===== src/rtl/char_buf_term_ctrl.sv =====
// Terminal-style write controller for the 13x6 text character buffer: decodes the UART byte stream
// into cursor moves and buffer writes, and runs the clear and scroll sequences.
module char_buf_term_ctrl #(
    parameter int unsigned COLS       = 13,
    parameter int unsigned ROWS       = 6,
    parameter int unsigned ROW_STRIDE = 16,
    parameter logic [7:0]  FILL_CHAR  = 8'h20
) (
    input  logic       CLK_50MHz,
    input  logic       RESET,
    input  logic [7:0] IN_DATA,
    input  logic       IN_VALID,
    output logic       IN_READY,
    output logic       BUF_WE,
    output logic [6:0] BUF_WA,
    output logic [7:0] BUF_WD,
    output logic [6:0] BUF_RA,
    input  logic [7:0] BUF_RD,
    output logic [2:0] CURSOR_ROW,
    output logic [3:0] CURSOR_COL,
    output logic       BUSY
);

    localparam int unsigned ADDR_W = 7;
    localparam int unsigned DATA_W = 8;
    localparam int unsigned ROW_W  = 3;
    localparam int unsigned COL_W  = 4;

    localparam logic [ADDR_W-1:0] LAST_ADDR  = ADDR_W'((ROWS - 1) * ROW_STRIDE + COLS - 1);
    localparam logic [ADDR_W-1:0] SRC_FIRST  = ADDR_W'(ROW_STRIDE);
    localparam logic [ADDR_W-1:0] BLANK_BASE = ADDR_W'((ROWS - 1) * ROW_STRIDE);
    localparam logic [ADDR_W-1:0] ROW_SKIP   = ADDR_W'(ROW_STRIDE - COLS + 1);
    localparam logic [ADDR_W-1:0] STRIDE_A   = ADDR_W'(ROW_STRIDE);
    localparam logic [ROW_W-1:0]  LAST_ROW   = ROW_W'(ROWS - 1);
    localparam logic [COL_W-1:0]  LAST_COL   = COL_W'(COLS - 1);

    localparam logic [DATA_W-1:0] CH_BS = 8'h08;
    localparam logic [DATA_W-1:0] CH_LF = 8'h0A;
    localparam logic [DATA_W-1:0] CH_FF = 8'h0C;
    localparam logic [DATA_W-1:0] CH_CR = 8'h0D;

    typedef enum logic [1:0] {
        IDLE,
        CLEAR,
        SCROLL_COPY,
        SCROLL_BLANK
    } state_t;

    state_t             state, state_d;
    logic [ADDR_W-1:0]  cnt, cnt_d;
    logic [COL_W-1:0]   scol, scol_d;
    logic [ROW_W-1:0]   row_d;
    logic [COL_W-1:0]   col_d;
    logic               we_d;
    logic [ADDR_W-1:0]  wa_d;
    logic [DATA_W-1:0]  wd_d;
    logic [ADDR_W-1:0]  cur_addr;
    logic [ADDR_W-1:0]  cnt_step;
    logic               printable;

    assign IN_READY  = (state == IDLE) && !RESET;
    assign BUSY      = (state != IDLE);
    assign BUF_RA    = (state == SCROLL_COPY) ? cnt : '0;
    assign cur_addr  = ADDR_W'(CURSOR_ROW) * STRIDE_A + ADDR_W'(CURSOR_COL);
    assign printable = (IN_DATA >= 8'h20) && (IN_DATA <= 8'h7E);
    // Scroll walks visible columns only, hopping over the unused tail of each row.
    assign cnt_step  = (scol == LAST_COL) ? cnt + ROW_SKIP : cnt + ADDR_W'(1);

    // State and registered outputs
    always_ff @(posedge CLK_50MHz) begin
        if (RESET) begin
            state      <= IDLE;
            cnt        <= '0;
            scol       <= '0;
            CURSOR_ROW <= '0;
            CURSOR_COL <= '0;
            BUF_WE     <= 1'b0;
            BUF_WA     <= '0;
            BUF_WD     <= '0;
        end else begin
            state      <= state_d;
            cnt        <= cnt_d;
            scol       <= scol_d;
            CURSOR_ROW <= row_d;
            CURSOR_COL <= col_d;
            BUF_WE     <= we_d;
            BUF_WA     <= wa_d;
            BUF_WD     <= wd_d;
        end
    end

    // Byte decode, clear and scroll sequencing
    always_comb begin
        state_d = state;
        cnt_d   = cnt;
        scol_d  = scol;
        row_d   = CURSOR_ROW;
        col_d   = CURSOR_COL;
        we_d    = 1'b0;
        wa_d    = BUF_WA;
        wd_d    = BUF_WD;

        unique case (state)
            IDLE: begin
                if (IN_VALID) begin
                    if (printable) begin
                        we_d = 1'b1;
                        wa_d = cur_addr;
                        wd_d = IN_DATA;
                        if (CURSOR_COL == LAST_COL) begin
                            col_d = '0;
                            if (CURSOR_ROW == LAST_ROW) begin
                                state_d = SCROLL_COPY;
                                cnt_d   = SRC_FIRST;
                                scol_d  = '0;
                            end else begin
                                row_d = CURSOR_ROW + ROW_W'(1);
                            end
                        end else begin
                            col_d = CURSOR_COL + COL_W'(1);
                        end
                    end else if (IN_DATA == CH_LF) begin
                        col_d = '0;
                        if (CURSOR_ROW == LAST_ROW) begin
                            state_d = SCROLL_COPY;
                            cnt_d   = SRC_FIRST;
                            scol_d  = '0;
                        end else begin
                            row_d = CURSOR_ROW + ROW_W'(1);
                        end
                    end else if (IN_DATA == CH_CR) begin
                        col_d = '0;
                    end else if (IN_DATA == CH_BS) begin
                        if (CURSOR_COL != '0) begin
                            col_d = CURSOR_COL - COL_W'(1);
                            we_d  = 1'b1;
                            wa_d  = cur_addr - ADDR_W'(1);
                            wd_d  = FILL_CHAR;
                        end
                    end else if (IN_DATA == CH_FF) begin
                        state_d = CLEAR;
                        cnt_d   = '0;
                    end
                end
            end

            CLEAR: begin
                we_d = 1'b1;
                wa_d = cnt;
                wd_d = FILL_CHAR;
                if (cnt == LAST_ADDR) begin
                    state_d = IDLE;
                    cnt_d   = '0;
                    row_d   = '0;
                    col_d   = '0;
                end else begin
                    cnt_d = cnt + ADDR_W'(1);
                end
            end

            SCROLL_COPY: begin
                we_d = 1'b1;
                wa_d = cnt - STRIDE_A;
                wd_d = BUF_RD;
                if (cnt == LAST_ADDR) begin
                    state_d = SCROLL_BLANK;
                    cnt_d   = BLANK_BASE;
                    scol_d  = '0;
                end else begin
                    cnt_d  = cnt_step;
                    scol_d = (scol == LAST_COL) ? '0 : scol + COL_W'(1);
                end
            end

            SCROLL_BLANK: begin
                we_d = 1'b1;
                wa_d = cnt;
                wd_d = FILL_CHAR;
                if (cnt == LAST_ADDR) begin
                    state_d = IDLE;
                    cnt_d   = '0;
                    scol_d  = '0;
                    row_d   = LAST_ROW;
                    col_d   = '0;
                end else begin
                    cnt_d  = cnt + ADDR_W'(1);
                    scol_d = scol + COL_W'(1);
                end
            end

            default: state_d = IDLE;
        endcase
    end

endmodule


===== config.mk =====
export PLATFORM = sky130hd
export DESIGN_NAME = char_buf_term_ctrl
export DESIGN_NICKNAME = d
export VERILOG_FILES = /design/src/rtl/char_buf_term_ctrl.sv
export SDC_FILE = /design/constraint.sdc
export NUM_CORES = 1
export LEC_CHECK = 0
export CORE_UTILIZATION = 25
export DETAILED_ROUTE_END_ITERATION = 7
export SLEW_MARGIN = 20
export SYNTH_ARGS = -nofsm -noshare
export SYNTH_HDL_FRONTEND = slang
export SYNTH_SLANG_ARGS = --single-unit
export TNS_END_PERCENT = 5

===== constraint.sdc =====
create_clock -name CLK_50MHz -period 3.1 [get_ports CLK_50MHz]
set_input_delay 0.62 -clock CLK_50MHz [delete_from_list [all_inputs] [get_ports CLK_50MHz]]
set_output_delay 0.62 -clock CLK_50MHz [all_outputs]
set_load 0.02 [all_outputs]

==> out/qor.txt, run 1 <==
Proportion of register bits with asynchronous set or reset after synthesis = 0%
Net switching power of the design = 444 uW
Average detailed-routed wire length per instance = 14.4 um
Critical Path Start Type = flip-flop
DRC violations left = 0
Vias in the first global route = 2,489
Post-route setup TNS = 0 ns
Worst-Skew Late Latency = 0.29 ns
Sw Share = 33.0%
Via density = 5.00
Number of standard cells after synthesis = 331
Final Slew Violations = 0
Fraction of synthesized cell area taken by the top area cell type = 28.2%
Number of buffers added for setup after CTS = 0
Fmax = 363 MHz
Vertical die dimension = 103 um
Outcome = finished clean
Initial cell density of the core = 26.0%
Count of endpoints failing hold in the final timing report = 0
Number of sinks on the clock net = 36
Leading cell types by total area after synthesis = sky130_fd_sc_hd__dfxtp_1, sky130_fd_sc_hd__ha_1, sky130_fd_sc_hd__nand2_1
Root Buffer Master = sky130_fd_sc_hd__clkbuf_8
Detailed Routing Iterations Pass 1 = 4
Global placement routability congestion = 0.910
Post-CTS resize count = 0
CP max-delay cell = sky130_fd_sc_hd__clkdlybuf4s50_1
PwrDens = 406 nW/um^2
Reg clk slew, reported paths = 0.08 ns
X dimension of the die = 103 um
Cells along the critical path = inv_1 -> nor3_1 -> clkdlybuf4s50_1
Worst hold path type = reg -> reg
Cell area after synthesis = 2550 um^2
Final setup slack of the worst path = 0.344 ns
Most frequent cells in the layout = sky130_fd_sc_hd__clkdlybuf4s50_1, sky130_fd_sc_hd__nand2_1, sky130_fd_sc_hd__dfxtp_1
Net count of the mapped netlist = 364
Setup repair after global routing missed its margin = no
CTS Buf Count = 5
Sequential-to-total area share from yosys stat = 28.2%
Number of diodes added for antenna fixing = 0
Number of nets in the final layout = 412
Area growth syn-to-layout = 29.9%
Pre-CTS setup slack = 0.241 ns
Sequential share of power = 39.1%
Overall via count from detail_route = 2,563
Stage delay of the slowest cell on the critical path = 0.69 ns
Number of violations reported at the end of detailed-routing iteration 0 = 157
Final setup violating endpoints = 0
Global route total overflow = 0
Combinational Power Share = 29.8%
DIE AREA = 10,600 um^2
Crit path buf inv count = 2
Post-synthesis register bit count = 36
Static leakage = 1.15 nW
Leading cell type in the layout, fill and taps excluded = sky130_fd_sc_hd__clkdlybuf4s50_1
Bufs on Longest Clock Path = 2
Arrival time of data at the critical path endpoint = 2.14 ns
Max-capacitance violation count = 0
First-pass GRT wire length = 12.2 mm
Clock tree from TritonCTS = built
Initial antenna violation count = 0
Number of port buffers = 50
I/O pin total = 51
Kind of end point of the critical path = output port
Cell family contributing the most delay on the critical path = buffers and inverters
Required time worst endpoint = 2.48 ns
Period utilization = 88.9%
Transition time of the tightest slew-check pin = 0.576 ns
Total global-route track usage = 14.5%
VDD IR-drop max = 0.217 mV
Detailed-route wire length = 7.37 mm
Maximum number of pins on one net before global-route repair = 36
Placeable core region = 9820 um^2
CTS HTree Levels = 2
Total half-perimeter wirelength after legalization and detailed placement = 5.60 mm
Critical path class = reg -> out
# rows = 36
Int Pwr = 902 uW
Mean cell area of the mapped netlist = 7.71 um^2
Number of synthesized flops with an enable pin = 0
Number of nets with antenna violations after detailed routing = 0
Cell variety after synth = 62
CTS Hold Buffers Added = 0
Cell type with the highest aggregate area in the netlist = sky130_fd_sc_hd__dfxtp_1
Filler cell count = 1,077
Worst clock skew = 0.00720 ns
Slew headroom = 61.3%
Crit path time final = 2.76 ns
Clock Power Share = 31.1%
Share of layout cells above drive strength 1 = 9.47%
Maximum net fanout on the critical path = 9
Yosys synthesis warning count = 0
Leading register cell type out of synthesis = sky130_fd_sc_hd__dfxtp_1
worst reg2reg max path, cell delays in order (launching register included):
cell and delay [ns]:
sky130_fd_sc_hd__dfxtp_1 0.49, sky130_fd_sc_hd__ha_1 0.34, sky130_fd_sc_hd__and4_1 0.37, sky130_fd_sc_hd__nand2_1 0.23, sky130_fd_sc_hd__a32oi_4 0.39, sky130_fd_sc_hd__nor2_2 0.06
sky130_fd_sc_hd__a2111oi_2 0.32
logic make-up (layout without fill, tap and decap cells):
family	Yosys count	after routing	share of synthesized area, %
AOI/OAI and AO/OA	95	95	27.4
and+or+nand+nor	136	136	27.0
adders and majority gates	14	14	6.86
muxes	1	1	0.392
buffers and inverters	39	88	6.67
DFF	36	36	28.2
xor gates and xnor gates	10	10	3.43
area by class of cell:
cell class	instances	area [um^2]	share of cell area (%)
multi-input cells	256	1660	50.1
flip-flops and latches	36	721	21.7
repair buffers	61	583	17.6
well taps	133	166	5.02
inverters	19	71.3	2.15
clock buffers	5	68.8	2.08
clock inverters	3	42.5	1.28
final timing paths:
check                          from                         end  slack [ns]  cells past startpoint
max reg2reg     cnt[2]$_SDFFE_PP0P_  CURSOR_COL[2]$_SDFFE_PP0P_        0.80                      6
max             cnt[4]$_SDFFE_PP0P_                   BUF_RA[4]        0.34                      3
min reg2reg  BUF_WD[4]$_SDFFE_PP0P_      BUF_WD[4]$_SDFFE_PP0P_        0.46                      2
min          BUF_WD[4]$_SDFFE_PP0P_      BUF_WD[4]$_SDFFE_PP0P_        0.46                      2
cells in the mapped netlist (4+ instances only):
library cell / n
sky130_fd_sc_hd__o21ai_0: 17
sky130_fd_sc_hd__xnor2_1: 8
sky130_fd_sc_hd__and3_1: 4
sky130_fd_sc_hd__dfxtp_1: 36
sky130_fd_sc_hd__a21oi_1: 26
sky130_fd_sc_hd__ha_1: 14
sky130_fd_sc_hd__nand3_1: 19
sky130_fd_sc_hd__nand4_1: 7
sky130_fd_sc_hd__inv_1: 18
sky130_fd_sc_hd__buf_2: 6
sky130_fd_sc_hd__a211oi_1: 8
sky130_fd_sc_hd__nor3_1: 10
sky130_fd_sc_hd__nand2_1: 44
sky130_fd_sc_hd__clkbuf_1: 8
sky130_fd_sc_hd__nor2_1: 29
per-stage QoR:
stage / cells / hold slack, ns / utilization (%) / power, mW / area [um^2]
finish: 513 / 0.457 / 33.8 / 1.35 / 3310
global route: 513 / 0.483 / 33.8 / 1.43 / 3310
CTS: 513 / 0.461 / 33.8 / 1.36 / 3310
detailed placement: 505 / 0.447 / 32.6 / 0.939 / 3200
global placement: 505 / 0.447 / 32.6 / 0.935 / 3200
floorplan: 331 / 0.453 / - / 0.790 / 2550
sequential cells by signal, indices dropped and copies added, names as in the netlist:
register and count:
scol 4, cnt 7, BUF_WD 8, CURSOR_COL 4, BUF_WA 7, BUF_WE 1, state 2, CURSOR_ROW 3
layer usage:
metal / GRT usage, % / vias to the layer above / wire length [um]
met3: 2.71 / 10 / 359
li1: - / 1290 / -
met5: 0 / - / 0
met4: 4.23 / 0 / 139
met2: 24.3 / 83 / 3530
met1: 19.1 / 1180 / 3340
power groups by stage:
stage / Combinational, mW / Sequential (mW) / Clock [mW]
6_report: 0.401 / 0.527 / 0.419
5_1_grt: 0.443 / 0.531 / 0.453
4_1_cts: 0.402 / 0.527 / 0.432
3_5_place_dp: 0.401 / 0.538 / 0
3_3_place_gp: 0.397 / 0.538 / 0
2_1_floorplan: 0.236 / 0.554 / 0
(Power assumes the default switching activity.)
==> run 2: changes to the inputs <==
--- a/config.mk
+++ b/config.mk
@@ -5,6 +5,8 @@
 export SDC_FILE = /design/constraint.sdc
 export NUM_CORES = 1
 export LEC_CHECK = 0
+export ABC_CLOCK_PERIOD_IN_PS = 3100
+export CORE_ASPECT_RATIO = 0.75
 export CORE_UTILIZATION = 25
 export DETAILED_ROUTE_END_ITERATION = 7
 export SLEW_MARGIN = 20
==> out/qor.txt, run 2 (synthesis results as in run 1) <==
Outcome = finished clean
Root Buffer Master = sky130_fd_sc_hd__clkbuf_16
Post-route setup TNS = 0 ns
DIE AREA = 10,600 um^2
Slew headroom = 63.6%
Critical path class = in -> reg
Vias in the first global route = 2,420
Setup repair after global routing missed its margin = no
Initial cell density of the core = 26.1%
Number of sinks on the clock net = 36
CTS HTree Levels = 2
Transition time of the tightest slew-check pin = 0.542 ns
Bufs on Longest Clock Path = 2
CTS Hold Buffers Added = 0
Worst-Skew Late Latency = 0.28 ns
CTS Buf Count = 5
Arrival time of data at the critical path endpoint = 2.92 ns
Number of nets in the final layout = 413
Area growth syn-to-layout = 31.0%
Number of violations reported at the end of detailed-routing iteration 0 = 168
Vertical die dimension = 89.5 um
Average detailed-routed wire length per instance = 15.6 um
Leading cell type in the layout, fill and taps excluded = sky130_fd_sc_hd__clkdlybuf4s50_1
Final core area utilization = 34.2%
VDD IR-drop max = 0.222 mV
Number of diodes added for antenna fixing = 0
Most frequent cells in the layout = sky130_fd_sc_hd__clkdlybuf4s50_1, sky130_fd_sc_hd__nand2_1, sky130_fd_sc_hd__dfxtp_1
Filler cell count = 1,061
Via density = 5.15
Share of layout cells above drive strength 1 = 9.21%
Register bank with the most flops = BUF_WD
First-pass GRT wire length = 13.2 mm
Crit path time final = 2.71 ns
Post-CTS resize count = 0
# rows = 31
Number of port buffers = 50
Detailed Routing Iterations Pass 1 = 6
Static leakage = 1.16 nW
Number of nets with antenna violations after detailed routing = 0
Maximum number of pins on one net before global-route repair = 36
Top flop regs = BUF_WD (8), BUF_WA (7), cnt (7)
Worst clock skew = 0.00297 ns
Clock tree from TritonCTS = built
Count of endpoints failing hold in the final timing report = 0
Final Slew Violations = 0
Critical Path Start Type = primary input
Required time worst endpoint = 3.31 ns
Met3 wire length = 646 um
Fmax = 370 MHz
DRC violations left = 0
Global route total overflow = 0
Placeable core region = 9770 um^2
X dimension of the die = 119 um
Number of flip-flops in the largest register = 8
Wire length on met2 = 3.24 mm
Worst hold path type = reg -> reg
Total half-perimeter wirelength after legalization and detailed placement = 5.99 mm
PwrDens = 428 nW/um^2
Detailed-route wire length = 7.99 mm
Max-capacitance violation count = 0
Total global-route track usage = 15.9%
R2r setup slk = 0.66 ns
Met1 WL = 4.01 mm
Number of buffers added for setup after CTS = 0
Initial antenna violation count = 0
Kind of end point of the critical path = flip-flop
Period utilization = 87.3%
Reg clk slew, reported paths = 0.06 ns
Final setup violating endpoints = 0
Uppermost layer routed = met4
Global placement routability congestion = 0.841
I/O pin total = 51
Maximum net fanout on the critical path = 8
Overall via count from detail_route = 2,637
-- run 2: changes by cell type in the layout (fill, tap and decap cells not counted), sizes merged --
cell / previous run / this run
buf: 11 / 12
clkinvlp: 1 / 0
bufinv: 1 / 0
clkbuf: 5 / 6
-- run 2: cell type report --
cell class | instances | area, um^2 | share of cell area (%)
clock inverter | 1 | 5.00 | 0.150
multi-input combinational | 256 | 1660 | 49.7
timing repair buffer | 62 | 591 | 17.7
tap | 132 | 165 | 4.94
clock buffer | 6 | 129 | 3.85
inverter | 19 | 71.3 | 2.13
sequential | 36 | 721 | 21.6
-- run 2: worst max-delay path, cell delays in order --
cell and delay [ns]:
sky130_fd_sc_hd__clkdlybuf4s50_1 0.61, sky130_fd_sc_hd__o21ba_2 0.22, sky130_fd_sc_hd__o21a_1 0.39, sky130_fd_sc_hd__buf_4 0.22
sky130_fd_sc_hd__a21oi_4 0.07, sky130_fd_sc_hd__a311oi_1 0.52, sky130_fd_sc_hd__o21ai_0 0.16, sky130_fd_sc_hd__o21ai_0 0.09
-- run 2: power breakdown --
| part | leakage [nW] | switching (mW) | internal, mW |
|---|---|---|---|
| Sequential | 0.293 | 0.0370 | 0.493 |
| Combinational | 0.804 | 0.239 | 0.174 |
| Clock | 0.0667 | 0.194 | 0.292 |
-- run 2: worst paths after layout --
kind                                from                          to  cells after the start
setup reg to reg     cnt[3]$_SDFFE_PP0P_  CURSOR_COL[2]$_SDFFE_PP0P_                      6
hold reg to reg   BUF_WD[0]$_SDFFE_PP0P_      BUF_WD[0]$_SDFFE_PP0P_                      2
setup / recovery              IN_DATA[5]        scol[3]$_SDFFE_PP0P_                      8
hold / removal    BUF_WD[0]$_SDFFE_PP0P_      BUF_WD[0]$_SDFFE_PP0P_                      2
-- run 2: stage by stage --
step / total power, mW / hold slack, ns / setup slack, ns / cells / area, um^2
detailed placement: 0.948 / 0.453 / 0.153 / 505 / 3210
floorplan: 0.790 / 0.453 / 0.986 / 331 / 2550
global placement: 0.941 / 0.446 / 0.204 / 505 / 3210
global route: 1.50 / 0.487 / 0.262 / 512 / 3340
finish: 1.43 / 0.459 / 0.394 / 512 / 3340
CTS: 1.43 / 0.462 / 0.454 / 512 / 3340
-- run 2: per-layer routing --
| layer | track usage (%) | up-vias |
|---|---|---|
| met5 | 0 | - |
| met4 | 3.80 | 0 |
| met3 | 4.02 | 11 |
| met2 | 22.4 | 109 |
| met1 | 23.6 | 1220 |
| li1 | - | 1297 |
==> run 3: changes to the inputs <==
--- a/config.mk
+++ b/config.mk
@@ -5,7 +5,7 @@
 export SDC_FILE = /design/constraint.sdc
 export NUM_CORES = 1
 export LEC_CHECK = 0
-export ABC_CLOCK_PERIOD_IN_PS = 3100
+export ABC_CLOCK_PERIOD_IN_PS = 3400
 export CORE_ASPECT_RATIO = 0.75
 export CORE_UTILIZATION = 25
 export DETAILED_ROUTE_END_ITERATION = 7
==> constraint.sdc (replaced) <==
create_clock -name CLK_50MHz -period 3.4 [get_ports CLK_50MHz]
set_input_delay 0.68 -clock CLK_50MHz [delete_from_list [all_inputs] [get_ports CLK_50MHz]]
set_output_delay 0.68 -clock CLK_50MHz [all_outputs]
set_load 0.02 [all_outputs]
==> out/qor.txt, run 3 (synthesis results as in run 1) <==
Outcome = finished clean
Register bank with the most flops = BUF_WD
Number of violations reported at the end of detailed-routing iteration 0 = 152
Static leakage = 1.16 nW
Number of nets with antenna violations after detailed routing = 0
Number of flip-flops in the largest register = 8
Worst hold path type = reg -> reg
Global placement routability congestion = 0.810
I/O pin total = 51
Transition time of the tightest slew-check pin = 0.540 ns
Arrival time of data at the critical path endpoint = 2.33 ns
Fin Hold WS = 0.454 ns
Post-route setup TNS = 0 ns
Average detailed-routed wire length per instance = 15.2 um
Number of buffers added for setup after CTS = 0
Global route total overflow = 0
PwrDens = 412 nW/um^2
Number of nets in the final layout = 409
Fmax = 332 MHz
Maximum net fanout on the critical path = 12
DIE AREA = 10,600 um^2
Reg clk slew, reported paths = 0.06 ns
# rows = 31
CTS HTree Levels = 2
Count of endpoints failing hold in the final timing report = 0
Vias in the first global route = 2,499
Final core area utilization = 34.2%
Clock tree from TritonCTS = built
Detailed-route wire length = 7.76 mm
Period utilization = 88.6%
Post-CTS resize count = 0
Root Buffer Master = sky130_fd_sc_hd__clkbuf_16
Number of port buffers = 50
Number of diodes added for antenna fixing = 0
Critical path class = reg -> out
Required time worst endpoint = 2.72 ns
Placeable core region = 9770 um^2
Final setup violating endpoints = 0
CTS Buf Count = 5
Total global-route track usage = 15.4%
Top flop regs = BUF_WD (8), BUF_WA (7), cnt (7)
X dimension of the die = 119 um
Vertical die dimension = 89.5 um
Overall via count from detail_route = 2,579
Overall power consumption = 1.38 mW
Filler-free cell count of the finished design = 509
Detailed Routing Iterations Pass 1 = 4
Total half-perimeter wirelength after legalization and detailed placement = 5.76 mm
Maximum number of pins on one net before global-route repair = 36
Setup repair after global routing missed its margin = no
Area growth syn-to-layout = 31.1%
Max-capacitance violation count = 0
Final Slew Violations = 0
Initial cell density of the core = 26.1%
R2r setup slk = 1.00 ns
Initial antenna violation count = 0
Bufs on Longest Clock Path = 2
Share of layout cells above drive strength 1 = 8.75%
Worst-Skew Late Latency = 0.28 ns
Slew headroom = 64.0%
Critical Path Start Type = flip-flop
First-pass GRT wire length = 13.0 mm
Crit path time final = 3.01 ns
Via density = 5.07
Kind of end point of the critical path = output port
Most frequent cells in the layout = sky130_fd_sc_hd__clkdlybuf4s50_1, sky130_fd_sc_hd__nand2_1, sky130_fd_sc_hd__dfxtp_1
Worst clock skew = 0.00626 ns
DRC violations left = 0
Leading cell type in the layout, fill and taps excluded = sky130_fd_sc_hd__clkdlybuf4s50_1
Number of sinks on the clock net = 36
CTS Hold Buffers Added = 0
Filler cell count = 1,024
VDD IR-drop max = 0.302 mV
Cells after DPL = 501
run 3: cell types whose count changed in the layout (fill, tap and decap cells not counted), sizes merged:
cell,previous run,this run
clkinvlp,0,1
clkbuf,6,5
buf,12,8
bufinv,0,1
run 3: final timing paths:
kind	startpoint	endpoint	cells past startpoint
setup / recovery	state[0]$_SDFFE_PP0P_	IN_READY	4
hold / removal	BUF_WD[0]$_SDFFE_PP0P_	BUF_WD[0]$_SDFFE_PP0P_	2
setup reg to reg	cnt[3]$_SDFFE_PP0P_	CURSOR_COL[2]$_SDFFE_PP0P_	6
hold reg to reg	BUF_WD[0]$_SDFFE_PP0P_	BUF_WD[0]$_SDFFE_PP0P_	2
run 3: layout make-up:
class                           instances  area (um^2)  share of cell area (%)
Clock buffer                            5          125                    3.74
Clock inverter                          3         42.5                    1.27
Timing Repair Buffer                   58          561                    16.7
Inverter                               19         71.3                    2.13
Sequential cell                        36          721                    21.5
Tap cell                              132          165                    4.93
Multi-Input combinational cell        256         1660                    49.6
run 3: critical path: stages (launching register included):
cell and delay (ns):
sky130_fd_sc_hd__dfxtp_1 0.45, sky130_fd_sc_hd__nor2_1 0.21, sky130_fd_sc_hd__clkinv_1 0.32, sky130_fd_sc_hd__nor2_1 0.39, sky130_fd_sc_hd__clkdlybuf4s50_1 0.69
run 3: stage by stage:
step | cell area, um^2 | setup WS [ns]
3_5_place_dp | 3180 | 0.351
3_3_place_gp | 3180 | 0.431
6_report | 3350 | 0.386
5_1_grt | 3350 | 0.320
4_1_cts | 3350 | 0.453
2_1_floorplan | 2550 | 1.25
run 3: routing by layer:
| layer | global-route usage, % | vias up | share of wire, % |
|---|---|---|---|
| li1 | - | 1291 | - |
| met1 | 22.4 | 1205 | 53 |
| met2 | 22.8 | 79 | 39 |
| met3 | 3.83 | 4 | 7.0 |
| met4 | 3.45 | 0 | 0.71 |
| met5 | 0 | - | 0 |
run 3: power breakdown:
part | internal (mW) | switching [mW] | total (mW)
registers | 0.449 | 0.0376 | 0.487
clock network | 0.344 | 0.187 | 0.531
logic | 0.152 | 0.210 | 0.362
total | 0.946 | 0.434 | 1.38
==> edit: new RTL, flow settings as in run 1 <==
Re-encode `state_t` (4 states) as Gray code, 2 bits wide.
--- a/src/rtl/char_buf_term_ctrl.sv
+++ b/src/rtl/char_buf_term_ctrl.sv
@@ -41,8 +41,8 @@
 
     typedef enum logic [1:0] {
-        IDLE,
-        CLEAR,
-        SCROLL_COPY,
-        SCROLL_BLANK
+        IDLE         = 2'b00,
+        CLEAR        = 2'b01,
+        SCROLL_COPY  = 2'b11,
+        SCROLL_BLANK = 2'b10
     } state_t;
 
Formal check against the unedited RTL: no difference found for any inputs over 4 cycles, from zero or initial values and one cycle with RESET high; so few cycles prove little.
==> edit against run 1 <==
  * Total power grew 32%
  * Cell area grew 17%
  * Routed wire length grew 31%
  * Sequential cell count is the same
  * Synthesized area grew 15%
  * Clock skew is essentially flat
  * Non-clock buffer count grew 8
  * Final cell count grew 10%
  * Global-route usage grew 1.3 points
  * Die area grew 15%
  * Setup slack lost 0.12 ns
==> edit: results (changes against run 1) <==
{| class="wikitable"
! Metric !! Value
|-
| Total Routed Length || 9.69 mm (+31%)
|-
| Critical-path top delay cell || sky130_fd_sc_hd__or4b_1
|-
| Routability congestion estimate from global placement || 0.830 (-8.7%)
|-
| Maximum number of pins on one net before global-route repair || 34 (-5.6%)
|-
| WHS || 0.472 ns (+0.0149 ns)
|-
| Per-instance average area after synthesis || 7.95 sq um (+3.1%)
|-
| Detailed placement HPWL || 7.10 mm (+27%)
|-
| Cell depth of the worst flop-to-flop path || 8 (+2)
|-
| Most area-consuming cells after synthesis || sky130_fd_sc_hd__dfxtp_1 25%, sky130_fd_sc_hd__ha_1 8.1%, sky130_fd_sc_hd__a21oi_1 4.6%
|-
| Share of the clock period used by the worst path after layout || 92.9% (+4.0 points)
|-
| DR WL met3 || 543 um (+51%)
|-
| Final Cell Area || 0.00386 sq mm (+17%)
|-
| Inst Count DP || 557 (+10%)
|-
| Met3 layer usage reported by global route || 3.18% (+0.47 points)
|-
| Routed length on met1 || 4.49 mm (+34%)
|-
| Endpoint of the lowest-slack register-to-register path || cnt[4]$_SDFFE_PP0P_
|-
| Startpoint of the worst-slack reg-to-reg timing path || CURSOR_COL[0]$_SDFFE_PP0P_
|-
| Startpoint of the worst setup timing path || IN_DATA[4]
|-
| Non-clock inverters || 25 (+6)
|-
| Global-route wire length before repair || 15.8 mm (+30%)
|-
| Clock tree cell share of total cell area || 5.57% (+2.2 points)
|-
| Headroom to the max-slew limit || 45.9% (-15 points)
|-
| DP Worst Slack || -0.0348 ns (-0.276 ns)
|-
| Worst setup path endpoint || BUF_WD[4]$_SDFFE_PP0P_
|-
| DRC marker count from the first detailed-route iteration || 179 (+14%)
|-
| Fin Clk Skew || 0.00695 ns (-0.000244 ns)
|-
| Clock transition at path regs || 0.06 ns (-0.02 ns)
|-
| Source of the worst hold timing path || BUF_WD[7]$_SDFFE_PP0P_
|-
| Worst Hold Path EP || BUF_WD[7]$_SDFFE_PP0P_
|-
| Instance area after placement || 0.00365 sq mm (+14%)
|-
| Vias post-DR || 3119 (+22%)
|-
| Syn nets || 408 (+12%)
|-
| Distinct cell type count of the synthesized netlist || 75 (+21%)
|-
| Clock Tree Root || sky130_fd_sc_hd__clkbuf_16
|-
| Total length of routed met2 wires || 4.49 mm (+27%)
|-
| List of most frequent post-synthesis cells || 36 x sky130_fd_sc_hd__dfxtp_1, 27 x sky130_fd_sc_hd__a21oi_1, 26 x sky130_fd_sc_hd__nand2_1
|-
| Outcome || completed
|-
| Largest stage delay, worst path || 0.71 ns (+0.02 ns)
|-
| Reported net switching power || 528 uW (+19%)
|-
| Highest net fanout along the worst path || 10 (+1)
|-
| Data buffer area share || 16.6% (-0.95 points)
|-
| IR Drop Worst-Case VDD || 225 uV (+3.8%)
|-
| Fraction of the yosys area taken by sequential cells || 24.5% (-3.7 points)
|-
| Ratio of total power to cell area || 459 mW/mm^2 (+13%)
|-
| Total number of nets in the final design || 459 (+11%)
|-
| Comb pwr share || 27.8% (-2.0 points)
|}
## edit: changes by cell type in the layout (fill, tap and decap cells not counted), moves of 5 or more
cell,run 1,this run
sky130_fd_sc_hd__nand2_1,44,26
sky130_fd_sc_hd__nor3_1,10,24
sky130_fd_sc_hd__buf_4,11,19
sky130_fd_sc_hd__o31ai_1,1,7
sky130_fd_sc_hd__clkbuf_16,0,5
sky130_fd_sc_hd__clkbuf_8,5,0
sky130_fd_sc_hd__ha_1,14,19
sky130_fd_sc_hd__inv_1,18,23
## edit: cell families (layout without fill, tap and decap cells)
group / count (synthesis) / after routing / synth area share, %
multiplexers: 5 / 5 / 1.79
flip-flops: 36 / 36 / 24.5
AO/OA/AOI/OAI: 126 / 126 / 33.9
buffers and inverters: 50 / 102 / 7.10
adder cells (fa/ha/maj): 19 / 19 / 8.08
XOR/XNOR: 6 / 6 / 1.79
AND/OR/NAND/NOR: 128 / 128 / 22.8
